## config.mk

```make
export PLATFORM = sky130hd
export DESIGN_NAME = cpu_sequencer
export DESIGN_NICKNAME = d
export VERILOG_FILES = /design/src/rtl/cpu_sequencer.sv
export SDC_FILE = /design/constraint.sdc
export NUM_CORES = 1
export LEC_CHECK = 0
export CORE_MARGIN = 2
export CORE_UTILIZATION = 38
export DETAILED_ROUTE_END_ITERATION = 10
export PLACE_DENSITY_LB_ADDON = 0.12
export SLEW_MARGIN = 20
export SYNTH_ARGS = -nofsm -noshare
export SYNTH_HDL_FRONTEND = slang
export SYNTH_SLANG_ARGS = --single-unit
```

## constraint.sdc

```tcl
create_clock -name clk -period 1.7 [get_ports clk]
set_input_delay 0.51 -clock clk [delete_from_list [all_inputs] [get_ports clk]]
set_output_delay 0.51 -clock clk [all_outputs]
set_load 0.01 [all_outputs]
```

## src/rtl/cpu_sequencer.sv

```systemverilog
// Fetch/decode/execute sequencer for the 4-bit teaching CPU.
// Drives PC controls and one-cycle datapath strobes decoded from the instruction register.
module cpu_sequencer #(
  parameter int unsigned PC_W = 4
) (
  input  logic            clk,
  input  logic            reset,
  input  logic            run,
  input  logic [7:0]      instr,
  input  logic            zero_flag,
  input  logic            carry_flag,
  output logic            pc_inc,
  output logic            pc_load,
  output logic [PC_W-1:0] pc_target,
  output logic [1:0]      alu_op,
  output logic [3:0]      imm,
  output logic            acc_we,
  output logic            out_we,
  output logic [7:0]      ir,
  output logic [1:0]      state,
  output logic            halted,
  output logic [7:0]      retired
);

  localparam logic [1:0] StFetch   = 2'b00;
  localparam logic [1:0] StDecode  = 2'b01;
  localparam logic [1:0] StExecute = 2'b10;
  localparam logic [1:0] StHalted  = 2'b11;

  localparam logic [3:0] OpNop = 4'h0;
  localparam logic [3:0] OpLdi = 4'h1;
  localparam logic [3:0] OpAdd = 4'h2;
  localparam logic [3:0] OpSub = 4'h3;
  localparam logic [3:0] OpJmp = 4'h4;
  localparam logic [3:0] OpJz  = 4'h5;
  localparam logic [3:0] OpJc  = 4'h6;
  localparam logic [3:0] OpOut = 4'h7;
  localparam logic [3:0] OpHlt = 4'hF;

  logic [1:0] state_q, state_d;
  logic [7:0] ir_q, ir_d;
  logic [7:0] retired_q, retired_d;
  logic [3:0] opcode;

  assign opcode = ir_q[7:4];

  always_comb begin
    state_d   = state_q;
    ir_d      = ir_q;
    retired_d = retired_q;
    case (state_q)
      StFetch:  if (run) state_d = StDecode;
      StDecode: begin
        ir_d    = instr;
        state_d = StExecute;
      end
      StExecute: begin
        retired_d = retired_q + 8'd1;
        state_d   = (opcode == OpHlt) ? StHalted : StFetch;
      end
      default:  state_d = StHalted;
    endcase
  end

  always_ff @(posedge clk) begin
    if (reset) begin
      state_q   <= StFetch;
      ir_q      <= 8'h00;
      retired_q <= 8'h00;
    end else begin
      state_q   <= state_d;
      ir_q      <= ir_d;
      retired_q <= retired_d;
    end
  end

  // Strobes exist only in EXECUTE; flags are sampled live there.
  always_comb begin
    pc_inc  = 1'b0;
    pc_load = 1'b0;
    acc_we  = 1'b0;
    out_we  = 1'b0;
    alu_op  = 2'b00;
    if (state_q == StExecute) begin
      case (opcode)
        OpLdi: begin
          acc_we = 1'b1;
          pc_inc = 1'b1;
        end
        OpAdd: begin
          acc_we = 1'b1;
          alu_op = 2'b01;
          pc_inc = 1'b1;
        end
        OpSub: begin
          acc_we = 1'b1;
          alu_op = 2'b10;
          pc_inc = 1'b1;
        end
        OpOut: begin
          out_we = 1'b1;
          pc_inc = 1'b1;
        end
        OpJmp: pc_load = 1'b1;
        OpJz: begin
          pc_load = zero_flag;
          pc_inc  = ~zero_flag;
        end
        OpJc: begin
          pc_load = carry_flag;
          pc_inc  = ~carry_flag;
        end
        OpHlt: ;
        OpNop:   pc_inc = 1'b1;
        default: pc_inc = 1'b1;
      endcase
    end
  end

  assign pc_target = PC_W'(ir_q[3:0]);
  assign imm       = ir_q[3:0];
  assign ir        = ir_q;
  assign state     = state_q;
  assign halted    = (state_q == StHalted);
  assign retired   = retired_q;

endmodule
```

==> flow_summary.yaml <==
clocking:
  cts.sinks: 18
  clock-root-buffer: "clkbuf_4"
  insertion_delay_ns: 0.29
  cts_hold_buf: 0
  clkTransAtPathRegs_ns: 0.10
  cts_max_level: 1
  numCtsBuffers: 3
  tritoncts: "yes"
  clock_path_buffers: 2
yosys:
  syn-num-nets: 113
  netlist_area_sq_um: 865
  ys_warn_count: 0
  async_reset_ff_share_pct: 0
  synth-edff-count: 0
  synthTopCellsByCount: "dfxtp_1 (18), nor2_1 (15), mux2i_1 (9), buf_4 (8)"
  synth.avg_cell_area_sq_um: 8.73
  synth_cell_type_count: 29
  yosys.area.top_type_share_pct: 41.7
  yosys-top-cells-area: "dfxtp_1 (42%), mux2i_1 (10%), buf_4 (6.9%)"
  ys_seq_area_share_pct: 41.7
  ys_seq_elements: 18
  netlist_instances: 99
  synth_top_flop_cell: "dfxtp_1"
  yosysTopAreaCell: "dfxtp_1"
  synth_most_common_cell: "dfxtp_1"
critical_path:
  endpoint_kind: "output port"
  crit_type: "register to output port"
  crit_slowest_cell: "dfxtp_2"
  critPathMaxStageDelay_ns: 0.35
  r2r_slack_ns: 0.27
  path_buf_inv: 1
  startpoint: "ir[5]$_SDFFE_PP0N_"
  timing.rr.start: "state[0]$_SDFFE_PP0P_"
  cp.arrival_ns: 1.31
  cp_cell_sequence: "nor2b_4 -> a2bb2oi_2 -> o311a_1 -> buf_2"
  crit_required_ns: 1.19
  crit_path_max_fanout: 4
  crit_family: "compound AO/OA/AOI/OAI gates"
  critPathLaunchType: "register"
timing:
  fin_crit_sh_pct: 107
  post-route-min-period_ns: 1.82
  relSlewSlack_pct: 65.9
  finalSetupViolCount: 6
  hold_viol: 0
  tightest_slew_ns: 0.512
  max_freq_mhz: 550
  skew_ns: 0.00210
  maxSlewViolCount: 0
  holdWs_ns: 0.489
  layout_setup_ws_ns: -0.119
  rsz0062_at_grt: "yes"
grt:
  met1_usage_pct: 19.3
  busiest_layer: "met2"
  grt_max_degree: 19
  grt_usage_pct: 17.4
  grt_pass1_wl_mm: 3.49
  grt_pass1_vias: 782
  grtUsageMet3_pct: 6.03
  grtUsageMet2_pct: 31.6
  gr-total-overflow: 0
  antenna_found_initial: 0
route:
  via_count: 850
  viasPerCell: 4.80
  remaining_drc_errors: 0
  dr.pass1.iters: 4
  post_drt_wl_per_cell_um: 11.9
  routed_wirelength_mm: 2.10
  ant_nets: 0
  drt_iter0_markers: 2
outcome:
  violations: "setup timing"
  status: "finished, violations left"
placed_design:
  placedInstanceArea_sq_mm: 0.00137
  dp_hpwl_mm: 1.57
  globalplace.congestion: 0.776
  io_buffers: 45
  dp_cells: 173
  place_ws_ns: -0.730
floorplan:
  die_w_um: 51.7
  die_h_um: 51.7
  die-area_sq_mm: 0.00267
  boundaryPins: 46
  core_sq_mm: 0.00219
  start_util_pct: 39.5
  rows: 17
run:
  drv_cap: 0
finish:
  drive_gt1_share_pct: 28.2
  fin_cells: 177
  fin_nets: 164
  final_cell_area_sq_mm: 0.00139
  syn_to_final_growth_pct: 60.2
  diodes: 0
power_and_ir_drop:
  peakVddDrop_mv: 0.502
  power_density_mw_per_mm2: 640
  power_leakage_nw: 0.697
hold_path:
  min_path_type: "register to register"
  hold_path.startpoint: "retired[7]$_SDFFE_PP0P_"
## sequential cells by signal, summed over array words and instances (netlist names)
name / flops
ir: 8
retired: 8
state: 2
## report_power, final
part           switching (W)  leakage [nW]  internal, W
Clock               0.000133        0.0210     0.000131
Combinational      0.0000716         0.525    0.0000960
Sequential         0.0000160         0.151     0.000439
## worst reg2reg max path: stages, from the launching register on
cell and delay (ns):
dfxtp_2 0.35, buf_4 0.14, nand4b_1 0.28, or4_1 0.46, a21oi_1 0.14
## final cells by class
| type | instances | area, sq um |
|---|---|---|
| clock buffers | 4 | 36.3 |
| well taps | 28 | 35.0 |
| inverters | 6 | 22.5 |
| repair buffers | 58 | 479 |
| fillers | 199 | 806 |
| flip-flops and latches | 18 | 377 |
| multi-input cells | 63 | 435 |
## per-layer routing
layer / vias up / part of all wire [%]
li1: 430 / -
met1: 395 / 40
met2: 23 / 53
met3: 2 / 6.0
met4: 0 / 0.62
met5: - / 0
## worst paths after layout
path              cells past startpoint                 endpoint
setup / recovery                      4                   pc_inc
setup reg to reg                      4  retired[7]$_SDFFE_PP0P_
hold reg to reg                       2  retired[7]$_SDFFE_PP0P_
hold / removal                        2  retired[7]$_SDFFE_PP0P_
## kinds of logic (layout without fill, tap and decap cells)
family	Yosys count	after routing	share of synthesized area (%)
multiplexers	9	9	10.4
AND/OR/NAND/NOR	36	36	22.3
AO/OA/AOI/OAI	15	15	10.6
buffers and inverters	18	68	11.6
adder cells (fa/ha/maj)	1	1	1.45
flip-flops	18	18	41.7
XOR/XNOR	2	2	2.03
## repair_timing
action,in CTS,in global routing
endpoints found under the hold margin,0,0
setup buffers,0,0
gates cloned,0,0
pin swaps,5,3
setup endpoints to repair,33,7
gates resized for setup,74,1
## placed cells by master, fill, tap and decap left out
master	netlist	routed
dfxtp_2	0	10
or3_1	3	3
nand3_1	1	1
inv_1	6	6
nand4_1	1	1
o311a_1	1	1
nor3b_2	0	1
or4_1	1	1
clkbuf_8	0	1
a21oi_1	6	6
o21ai_0	4	4
a211oi_1	1	1
clkdlybuf4s15_1	0	1
nand4_2	1	1
a2bb2oi_2	0	1
ha_1	1	1
o21a_1	1	1
or3_2	1	1
nand2_1	2	2
o31ai_1	1	1
dfxtp_4	0	1
dlygate4sd2_1	0	27
buf_4	8	13
nor2_1	15	15
dfxtp_1	18	7
clkdlybuf4s50_1	0	10
nor3_2	0	1
buf_2	2	6
mux2i_1	9	9
clkbuf_4	0	3
xnor2_1	2	2
nor2b_4	0	2
nand2b_1	2	2
nor3_1	3	2
nand4b_1	1	1
clkbuf_2	0	1
nand3b_1	2	2
## per-stage QoR
stage | utilization [%] | total power, W | TNS (ns)
after floorplan | - | 0.000548 | 0
after global placement | 62.5 | 0.000645 | -2.29
after detailed placement | 62.5 | 0.000646 | -2.47
after CTS | 63.4 | 0.000898 | -0.446
after global routing | 63.2 | 0.000935 | -0.824
final | 63.2 | 0.000887 | -0.333
Power figures use the tool's default switching activity.
